File: src/rtl/ins_loader_pkg.sv
// Shared state encoding and word-width constant for the instruction loader.
package ins_loader_pkg;

  localparam int WORD_W = 32;

  typedef enum logic [2:0] {
    ST_IDLE,
    ST_LEN,
    ST_DATA,
    ST_WRITE,
    ST_CKSUM,
    ST_DONE,
    ST_ERR
  } state_t;

  // States in which the byte stream is being consumed.
  function automatic logic accepts_bytes(input state_t s);
    return (s == ST_LEN) || (s == ST_DATA) || (s == ST_CKSUM);
  endfunction

endpackage

File: src/rtl/ins_loader_byte_packer.sv
// Collects four bytes little-endian into a 32-bit word; word_valid flags the 4th byte.
module ins_loader_byte_packer
  import ins_loader_pkg::*;
(
  input  logic              clk,
  input  logic              rst,
  input  logic              clear,
  input  logic              byte_en,
  input  logic [7:0]        byte_data,
  output logic              word_valid,
  output logic [WORD_W-1:0] word_next,
  output logic [WORD_W-1:0] word
);

  logic [1:0]        cnt_q, cnt_d;
  logic [WORD_W-1:0] shift_q, shift_d;

  // New bytes enter at the top so the first byte ends up in bits [7:0].
  assign word_next  = {byte_data, shift_q[WORD_W-1:8]};
  assign word_valid = byte_en && !clear && (cnt_q == 2'd3);
  assign word       = shift_q;

  always_comb begin
    cnt_d   = cnt_q;
    shift_d = shift_q;
    if (clear) begin
      cnt_d   = '0;
      shift_d = '0;
    end else if (byte_en) begin
      cnt_d   = cnt_q + 2'd1;
      shift_d = word_next;
    end
  end

  always_ff @(posedge clk or negedge rst) begin
    if (!rst) begin
      cnt_q   <= '0;
      shift_q <= '0;
    end else begin
      cnt_q   <= cnt_d;
      shift_q <= shift_d;
    end
  end

endmodule

File: src/rtl/ins_loader.sv
// Boot-time program loader: byte stream -> instruction memory, holding the core meanwhile.
// Optional trailing checksum stage enabled by defining INS_LOADER_CKSUM_EN.
module ins_loader
  import ins_loader_pkg::*;
#(
  parameter int          ADDR_W    = 10,
  parameter logic [31:0] BASE_ADDR = 32'h0000_0000
) (
  input  logic        clk,
  input  logic        rst,
  input  logic        start,
  input  logic        in_valid,
  input  logic [7:0]  in_data,
  output logic        in_ready,
  output logic        imem_we,
  output logic [31:0] imem_addr,
  output logic [31:0] imem_wdata,
  output logic        cpu_hold,
  output logic        done,
  output logic        err
);

  localparam logic [WORD_W-1:0] CAPACITY = 32'd1 << ADDR_W;
  localparam logic [ADDR_W:0]   IDX_ONE  = {{ADDR_W{1'b0}}, 1'b1};

`ifdef INS_LOADER_CKSUM_EN
  localparam state_t END_ST = ST_CKSUM;
`else
  localparam state_t END_ST = ST_DONE;
`endif

  state_t            state_q, state_d;
  logic [ADDR_W:0]   idx_q, idx_d;
  logic [ADDR_W:0]   len_q, len_d;
  logic [ADDR_W:0]   idx_inc;
  logic              in_ready_q, in_ready_d;
  logic              cpu_hold_q, cpu_hold_d;
  logic              done_q, done_d;
  logic              err_q, err_d;
  logic              byte_en;
  logic              start_ok;
  logic              word_valid;
  logic [WORD_W-1:0] word_next;
  logic [WORD_W-1:0] word;

  assign byte_en  = in_valid && in_ready_q;
  assign start_ok = start && ((state_q == ST_IDLE) || (state_q == ST_DONE) || (state_q == ST_ERR));
  assign idx_inc  = idx_q + IDX_ONE;

  ins_loader_byte_packer u_byte_packer (
    .clk        (clk),
    .rst        (rst),
    .clear      (start_ok),
    .byte_en    (byte_en),
    .byte_data  (in_data),
    .word_valid (word_valid),
    .word_next  (word_next),
    .word       (word)
  );

`ifdef INS_LOADER_CKSUM_EN
  logic [WORD_W-1:0] csum_q, csum_d;

  always_comb begin
    csum_d = csum_q;
    if (start_ok) begin
      csum_d = '0;
    end else if (state_q == ST_WRITE) begin
      csum_d = csum_q + word;
    end
  end

  always_ff @(posedge clk or negedge rst) begin
    if (!rst) begin
      csum_q <= '0;
    end else begin
      csum_q <= csum_d;
    end
  end
`endif

  always_comb begin
    state_d = state_q;
    idx_d   = idx_q;
    len_d   = len_q;
    case (state_q)
      ST_IDLE, ST_DONE, ST_ERR: begin
        if (start_ok) begin
          state_d = ST_LEN;
          idx_d   = '0;
          len_d   = '0;
        end
      end
      ST_LEN: begin
        if (word_valid) begin
          // N == 2^ADDR_W is legal, hence the ADDR_W+1 bit length register.
          if (word_next > CAPACITY) begin
            state_d = ST_ERR;
          end else begin
            len_d   = word_next[ADDR_W:0];
            state_d = (word_next == '0) ? END_ST : ST_DATA;
          end
        end
      end
      ST_DATA: begin
        if (word_valid) begin
          state_d = ST_WRITE;
        end
      end
      ST_WRITE: begin
        idx_d   = idx_inc;
        state_d = (idx_inc == len_q) ? END_ST : ST_DATA;
      end
`ifdef INS_LOADER_CKSUM_EN
      ST_CKSUM: begin
        if (word_valid) begin
          state_d = (word_next == csum_q) ? ST_DONE : ST_ERR;
        end
      end
`endif
      default: state_d = ST_IDLE;
    endcase
  end

  // Status outputs are registered from the next state so they line up with it.
  always_comb begin
    in_ready_d = accepts_bytes(state_d);
    cpu_hold_d = (state_d != ST_IDLE) && (state_d != ST_DONE);
    done_d     = (state_d == ST_DONE) && (state_q != ST_DONE);
    err_d      = (state_d == ST_ERR);
  end

  always_ff @(posedge clk or negedge rst) begin
    if (!rst) begin
      state_q    <= ST_IDLE;
      idx_q      <= '0;
      len_q      <= '0;
      in_ready_q <= 1'b0;
      cpu_hold_q <= 1'b0;
      done_q     <= 1'b0;
      err_q      <= 1'b0;
    end else begin
      state_q    <= state_d;
      idx_q      <= idx_d;
      len_q      <= len_d;
      in_ready_q <= in_ready_d;
      cpu_hold_q <= cpu_hold_d;
      done_q     <= done_d;
      err_q      <= err_d;
    end
  end

  assign in_ready   = in_ready_q;
  assign imem_we    = (state_q == ST_WRITE);
  assign imem_addr  = BASE_ADDR + (32'(idx_q) << 2);
  assign imem_wdata = word;
  assign cpu_hold   = cpu_hold_q;
  assign done       = done_q;
  assign err        = err_q;

endmodule
File: config.mk
export PLATFORM = sky130hd
export DESIGN_NAME = ins_loader
export DESIGN_NICKNAME = d
export VERILOG_FILES = /design/src/rtl/ins_loader_pkg.sv /design/src/rtl/ins_loader_byte_packer.sv /design/src/rtl/ins_loader.sv
export SDC_FILE = /design/constraint.sdc
export NUM_CORES = 1
export LEC_CHECK = 0
export CORE_UTILIZATION = 45
export CTS_CLUSTER_DIAMETER = 200
export CTS_CLUSTER_SIZE = 8
export DETAILED_ROUTE_END_ITERATION = 8
export PLACE_DENSITY = 0.77
export SLEW_MARGIN = 5
export SYNTH_ARGS = -nofsm -noshare
export SYNTH_HDL_FRONTEND = slang
export SYNTH_SLANG_ARGS = --single-unit
File: constraint.sdc
create_clock -name clk -period 2.35 [get_ports clk]
set_input_delay 0.47 -clock clk [delete_from_list [all_inputs] [get_ports clk]]
set_output_delay 0.47 -clock clk [all_outputs]
set_load 0.02 [all_outputs]
==> results of run 1 <==
cell type report:
class,count,area (sq um)
inverter,6,22.5
sequential,63,1580
multi-input combinational,297,1540
tap,96,120
clock buffer,10,138
clock inverter,6,60.1
fill,604,2720
timing repair buffer,81,763
report_power, final:
| part | switching (mW) | internal (mW) | total (mW) |
|---|---|---|---|
| Combinational | 1.09 | 0.958 | 2.05 |
| Sequential | 0.380 | 1.43 | 1.81 |
| Clock | 0.444 | 0.512 | 0.956 |
layer usage:
metal,GRT usage [%],routed length [um]
met1,27.9,3480
met5,0,0
met2,35.9,3590
met3,5.84,469
met4,9.69,108
cells in the final DEF (no fill, tap or decap), drive strengths merged, types with 3 or more instances in the layout:
| cell | n |
|---|---|
| nor2b | 3 |
| o2111ai | 3 |
| conb | 21 |
| and3 | 4 |
| a21oi | 39 |
| nor2 | 19 |
| o31ai | 3 |
| buf | 23 |
| nor3 | 6 |
| clkinv | 3 |
| nor4 | 6 |
| clkdlybuf4s50 | 58 |
| nand3 | 7 |
| inv | 6 |
| xor2 | 8 |
| clkbuf | 10 |
| o21ai | 31 |
| dfrtp | 63 |
| xnor2 | 6 |
| nand2 | 107 |
repair_timing:
action / 4_1_cts / 5_1_grt
gates resized for setup: 1 / 4
setup endpoints to repair: 5 / 5
pin swaps: 2 / 0
hold endpoints to repair: 0 / 0
gates cloned: 0 / 0
kinds of logic (layout without fill, tap and decap cells):
family / after synthesis / after routing / share of synthesized area [%]
xor gates and xnor gates: 14 / 14 / 3.72
buffers and inverters: 49 / 103 / 8.59
and+or+nand+nor: 167 / 167 / 22.4
AOI/OAI and AO/OA: 92 / 92 / 16.2
DFF: 63 / 63 / 47.9
adders and majority gates: 2 / 2 / 0.760
muxes: 1 / 1 / 0.342
other: 1 / 21 / 0.114
worst paths after layout:
| check | from | end | slack [ns] | depth (start not counted) |
|---|---|---|---|---|
| setup / recovery | idx_q[1] | in_ready | -0.01 | 8 |
| max in group asynchronous | rst | state_q[1] | 1.94 | 2 |
| setup reg to reg | idx_q[1] | in_ready | -0.01 | 8 |
| hold reg to reg | len_q[0] | len_q[0] | 0.50 | 2 |
| min in group clk | len_q[0] | len_q[0] | 0.50 | 2 |
| hold / removal | rst | idx_q[10] | 0.11 | 2 |
sequential cells by signal, summed over array words and instances (netlist names):
signal,cells
cpu_hold,1
done,1
err,1
idx_q,11
in_ready,1
len_q,11
state_q,3
u_byte_packer.cnt_q,2
u_byte_packer.word,32
per-stage QoR:
step / std cells / instance area (sq um)
after floorplan: 409 / 3380
after global placement: 543 / 4010
after detailed placement: 543 / 4010
after CTS: 559 / 4210
after global routing: 559 / 4230
final: 559 / 4230
==> impl_metrics.py, run 1 <==
metrics = {
    "place": {
        "post-place-ws_ns": -0.148,
        "portBuffers": 59,
        "dp_hpwl_um": 5270,
        "place_congestion": 0.922,
    },
    "synth": {
        "synth_common_cells": "nand2_1, dfrtp_1, a21oi_1",
        "syn_area_per_cell_sq_um": 8.46,
        "synth_most_common_cell": "nand2_1",
        "synthFlopType": "dfrtp_1",
        "yosys_warnings": 0,
        "yosysSeqAreaShare_pct": 47.9,
        "synth-async-reset-ratio_pct": 100,
        "synth_top_cell_area_share_pct": 47.9,
        "synth_cells": 389,
        "netlist_top_cells_area": "dfrtp_1, nand2_1, a21oi_1, buf_4, o21ai_0",
        "synth_seq_cells": 63,
        "yosys.area.top_type": "dfrtp_1",
        "synth.distinct_cells": 45,
        "synth_area_sq_mm": 0.00329,
        "synth_edf_count": 0,
    },
    "cts": {
        "clk_latency_ns": 0.36,
        "clk_pin_slew_ns": 0.08,
        "cts.path.max_buffers": 2,
        "htreeDepth": 3,
        "hold_buffers": 0,
        "cts_root_buf": "clkbuf_8",
        "cts_buffers": 9,
        "cts_setup_buffers": 0,
        "cts.sinks": 63,
        "tritoncts": "done",
    },
    "sta": {
        "hold_slack_ns": 0.111,
        "slew_viol_final": 0,
        "fin_skew_ns": 0.0119,
        "hold_viol_final": 0,
        "worst_slack_ns": -0.0128,
        "fmax_ghz": 0.423,
        "setup_tns_ns": -0.0128,
        "relSlewSlack_pct": 61.8,
        "period_needed_ns": 2.36,
        "worstMarginPinSlew_ns": 0.571,
        "period_share_pct": 101,
        "setup_viol": 1,
        "rsz0062_at_grt": "yes",
    },
    "run_status": {
        "status": "finished with violations",
        "violations": "setup timing",
    },
    "drt": {
        "num_vias": 2952,
        "via_per_inst": 5.28,
        "wl_um": 7640,
        "first_pass_iters": 4,
        "drc": 0,
        "drtAntennaViolNets": 0,
        "drtIter0Drc": 132,
        "wl_per_cell_um": 13.7,
    },
    "setup_path": {
        "cp_cell_sequence": "ha_4 -> xor2_2 -> a311oi_1 -> o2111ai_1 -> or3_4 -> o31a_1 -> or3_1 -> a21oi_1",
        "critPathMaxStageDelay_ns": 0.43,
        "crit_buf_inv": 0,
        "worstSetupEndpointType": "flip-flop",
        "start_kind": "flip-flop",
        "cp.arrival_ns": 2.64,
        "cp_max_fo": 3,
        "cp.required_ns": 2.63,
        "cp_slowest_cell": "dfrtp_2",
        "cp_top_family": "compound AO/OA/AOI/OAI gates",
        "criticalPathCategory": "flip-flop to flip-flop",
    },
    "floorplanning": {
        "rows": 30,
        "die_x_um": 87.5,
        "io_pins": 81,
        "dieArea_sq_mm": 0.00766,
        "dieHeight_um": 87.5,
        "fp.coreArea_sq_mm": 0.00694,
        "initial_core_util_pct": 47.4,
    },
    "grt": {
        "grt_pass1_wl_um": 13100,
        "grt_max_degree": 64,
        "grt_usage_pct": 22.1,
        "grt_pass1_vias": 2793,
        "grt-ovfl-total": 0,
        "antenna_found_initial": 0,
    },
    "finish": {
        "diodes": 0,
        "areaGrowthSynthToFinish_pct": 28.4,
        "nets": 472,
        "drive_above_1_share_pct": 11.4,
        "finish.utilization_pct": 60.9,
    },
    "power": {
        "power_density_mw_per_mm2": 1140,
        "ir_drop_mv": 0.890,
        "leakagePower_nw": 1.83,
        "total_power_mw": 4.82,
    },
    "run": {
        "max_cap_violations": 0,
    },
    "worst_hold_path": {
        "hp-class": "primary input to async pin",
    },
}
No activity file was read; power rests on OpenSTA's default activity.
==> run 2, diff against run 1 <==
--- a/config.mk
+++ b/config.mk
@@ -5,11 +5,13 @@
 export SDC_FILE = /design/constraint.sdc
 export NUM_CORES = 1
 export LEC_CHECK = 0
+export ABC_AREA = 1
+export CORE_MARGIN = 8
 export CORE_UTILIZATION = 45
 export CTS_CLUSTER_DIAMETER = 200
 export CTS_CLUSTER_SIZE = 8
 export DETAILED_ROUTE_END_ITERATION = 8
-export PLACE_DENSITY = 0.77
+export PLACE_DENSITY = 0.76
 export SLEW_MARGIN = 5
 export SYNTH_ARGS = -nofsm -noshare
 export SYNTH_HDL_FRONTEND = slang
==> run 2 against run 1 <==
- the flow now finishes without violations
- power rose by 7.4%
- register-to-register slack improved by 0.22 ns
- combinational power rose by 24%
- design area fell by 0.62%
- clock-buffer cell count rose by 1
- non-clock buffer count fell by 15
- first-iteration DRC count rose by 7.6%
- final cell count rose by 2.5%
- critical endpoint is now imem_we
- largest cell class unchanged
- largest power group unchanged
==> impl_metrics.py, run 2 <==
metrics = {
    "run_status": {
        "status": "complete, no violations",
    },
    "synth": {
        "synth_common_cells": "nand2_1, inv_1, dfrtp_1",
        "synthMuxAreaShare_pct": 0,
        "synth_most_common_cell": "nand2_1",
        "synth-xor-area-share_pct": 0,
        "yosysSeqAreaShare_pct": 47.0,
        "synth_edf_count": 0,
        "synth-async-reset-ratio_pct": 100,
        "synth.distinct_cells": 32,
        "synth_top_cell_area_share_pct": 47.0,
        "yosys.area.top_type": "dfrtp_1",
        "yosys.area_share.simple_pct": 25.5,
        "syn_area_per_cell_sq_um": 8.33,
        "netlist_top_cells_area": "dfrtp_1, nand2_1, inv_1, o22ai_1, buf_4",
        "synth_cells": 403,
        "synthFlopType": "dfrtp_1",
        "synth_seq_cells": 63,
        "synth_top_family_by_area": "simple AND/OR/NAND/NOR gates",
        "synth_compound_area_share_pct": 13.0,
        "synthAdderAreaFrac_pct": 0.745,
        "yosys_warnings": 0,
        "synth_area_sq_mm": 0.00336,
    },
    "setup_path": {
        "cp.required_ns": 1.88,
        "cp_max_fo": 4,
        "r2r_slack_ns": 0.21,
        "start_kind": "flip-flop",
        "reg2reg_from": "idx_q[0]",
        "criticalPathCategory": "flip-flop to primary output",
        "cp.arrival_ns": 1.70,
        "worstSetupEndpointType": "primary output",
        "cp-startpoint": "state_q[2]",
    },
    "place": {
        "placed_area_sq_mm": 0.00400,
        "dp_hpwl_um": 6220,
        "portBuffers": 59,
        "place_congestion": 0.863,
    },
    "grt": {
        "grt_pass1_vias": 2977,
        "grt_max_degree": 44,
        "antenna_found_initial": 0,
        "grt_usage_pct": 16.8,
        "grt-ovfl-total": 0,
        "grt_pass1_wl_um": 13900,
    },
    "sta": {
        "relSlewSlack_pct": 64.5,
        "rsz0062_at_grt": "no",
        "fin_skew_ns": 0.0110,
        "fmax_ghz": 0.461,
        "worstMarginPinSlew_ns": 0.533,
        "setup_tns_ns": 0,
        "slew_viol_final": 0,
        "period_share_pct": 92.3,
        "period_needed_ns": 2.17,
        "setup_viol": 0,
        "hold_viol_final": 0,
    },
    "cts": {
        "ctsResizeCount": 0,
        "hold_buffers": 0,
        "clk_pin_slew_ns": 0.07,
        "cts_setup_buffers": 0,
        "cts_root_buf": "clkbuf_8",
        "htreeDepth": 3,
        "cts_buffers": 9,
        "tritoncts": "done",
        "clk_latency_ns": 0.34,
        "cts.path.max_buffers": 2,
        "cts.sinks": 63,
    },
    "power": {
        "pwr-share-comb_pct": 49.3,
        "switchingPower_mw": 2.28,
        "p_int_mw": 2.90,
        "clkPwrFrac_pct": 18.4,
        "total_power_mw": 5.17,
        "sw_frac_of_total_pct": 44.0,
        "pwr-share-seq_pct": 32.3,
        "power_density_mw_per_mm2": 1230,
        "ir_drop_mv": 0.675,
        "leakagePower_nw": 1.90,
    },
    "drt": {
        "num_vias": 2902,
        "drtIter0Drc": 142,
        "drtAntennaViolNets": 0,
        "drc": 0,
        "first_pass_iters": 4,
        "via_per_inst": 5.06,
        "wl_per_cell_um": 14.7,
        "wl_um": 8440,
    },
    "run": {
        "max_cap_violations": 0,
    },
    "finish": {
        "largest_reg_flops": 32,
        "fillers": 651,
        "layout_common_cells": "nand2_1, inv_1, dfrtp_1",
        "areaGrowthSynthToFinish_pct": 25.1,
        "final_common_cell": "nand2_1",
        "finalInstanceArea_sq_mm": 0.00420,
        "nets": 483,
        "drive_above_1_share_pct": 12.7,
        "diodes": 0,
    },
    "floorplanning": {
        "dieArea_sq_mm": 0.0105,
        "rows": 31,
        "dieHeight_um": 102,
        "fp.coreArea_sq_mm": 0.00725,
        "initial_core_util_pct": 46.3,
        "die_x_um": 102,
        "io_pins": 81,
    },
    "worst_hold_path": {
        "hp-class": "primary input to async pin",
    },
}
[run 2: changes by cell type after synthesis, sizes merged, moves of 8 or more]
cell,delta
o22ai,+28
a21oi,-34
nand4,+10
nand2,-20
o21ai,-8
nor2,+9
xor2,-8
o31ai,+8
clkbuf,-14
inv,+62
nand3,+29
[run 2: kinds of logic (layout without fill, tap and decap cells)]
group	after synthesis	count (layout)
adder cells (fa/ha/maj)	2	2
buffers and inverters	99	150
AND/OR/NAND/NOR	168	168
AO/OA/AOI/OAI	70	70
flip-flops	63	63
other	1	21
[run 2: final timing paths]
path	end	depth (start not counted)
worst max-delay path	imem_we	3
worst min-delay path	idx_q[5]	1
worst max register to register	in_ready	14
worst min register to register	u_byte_packer.cnt_q[1]	2
max in group asynchronous	u_byte_packer.word[22]	2
min in group clk	u_byte_packer.cnt_q[1]	2
[run 2: critical path, cell delays in order (launching register included)]
cell and delay [ns]:
dfrtp_1 0.41, nor3_1 0.20, buf_4 0.15, clkdlybuf4s50_1 0.61
[run 2: power by group through the flow]
stage / Sequential (mW) / Combinational (mW) / Clock [mW]
3_5_place_dp: 1.68 / 2.54 / 0
4_1_cts: 1.67 / 2.57 / 0.960
3_3_place_gp: 1.67 / 2.49 / 0
6_report: 1.67 / 2.55 / 0.954
2_1_floorplan: 1.90 / 1.40 / 0
5_1_grt: 1.71 / 2.80 / 1.01
[run 2: layer usage]
metal / vias up / part of all wire [%] / global-route usage, % / wire length (um)
li1: 1422 / - / - / -
met1: 1380 / 43 / 20.0 / 3610
met2: 86 / 49 / 28.3 / 4160
met3: 14 / 6.5 / 4.43 / 548
met4: 0 / 1.4 / 6.09 / 122
met5: - / 0 / 0 / 0
[run 2: layout make-up]
type	count	area, sq um	area share [%]
flip-flops and latches	63	1580	37.5
multi-input cells	261	1400	33.2
repair buffers	66	651	15.5
inverters	68	255	6.08
clock buffers	11	141	3.37
well taps	99	124	2.95
clock inverters	5	57.6	1.37
[run 2: stage by stage]
step | hold slack [ns] | util, % | instances | setup WS [ns]
global route | 0.134 | 57.9 | 573 | 0.0460
detailed placement | 0.471 | 55.2 | 557 | 0.210
finish | 0.102 | 57.9 | 573 | 0.182
floorplan | 0.174 | - | 423 | 0.427
global placement | 0.457 | 55.2 | 557 | 0.305
CTS | 0.113 | 57.9 | 573 | 0.162
==> run 3, diff against run 2 <==
--- a/config.mk
+++ b/config.mk
@@ -6,11 +6,13 @@
 export NUM_CORES = 1
 export LEC_CHECK = 0
 export ABC_AREA = 1
+export CAP_MARGIN = 0
 export CORE_MARGIN = 8
 export CORE_UTILIZATION = 45
 export CTS_CLUSTER_DIAMETER = 200
 export CTS_CLUSTER_SIZE = 8
 export DETAILED_ROUTE_END_ITERATION = 8
+export HOLD_SLACK_MARGIN = 0.06
 export PLACE_DENSITY = 0.76
 export SLEW_MARGIN = 5
 export SYNTH_ARGS = -nofsm -noshare
==> results of run 3 <==
Same layout as run 2: the final DEF is identical, and so are final timing and power.
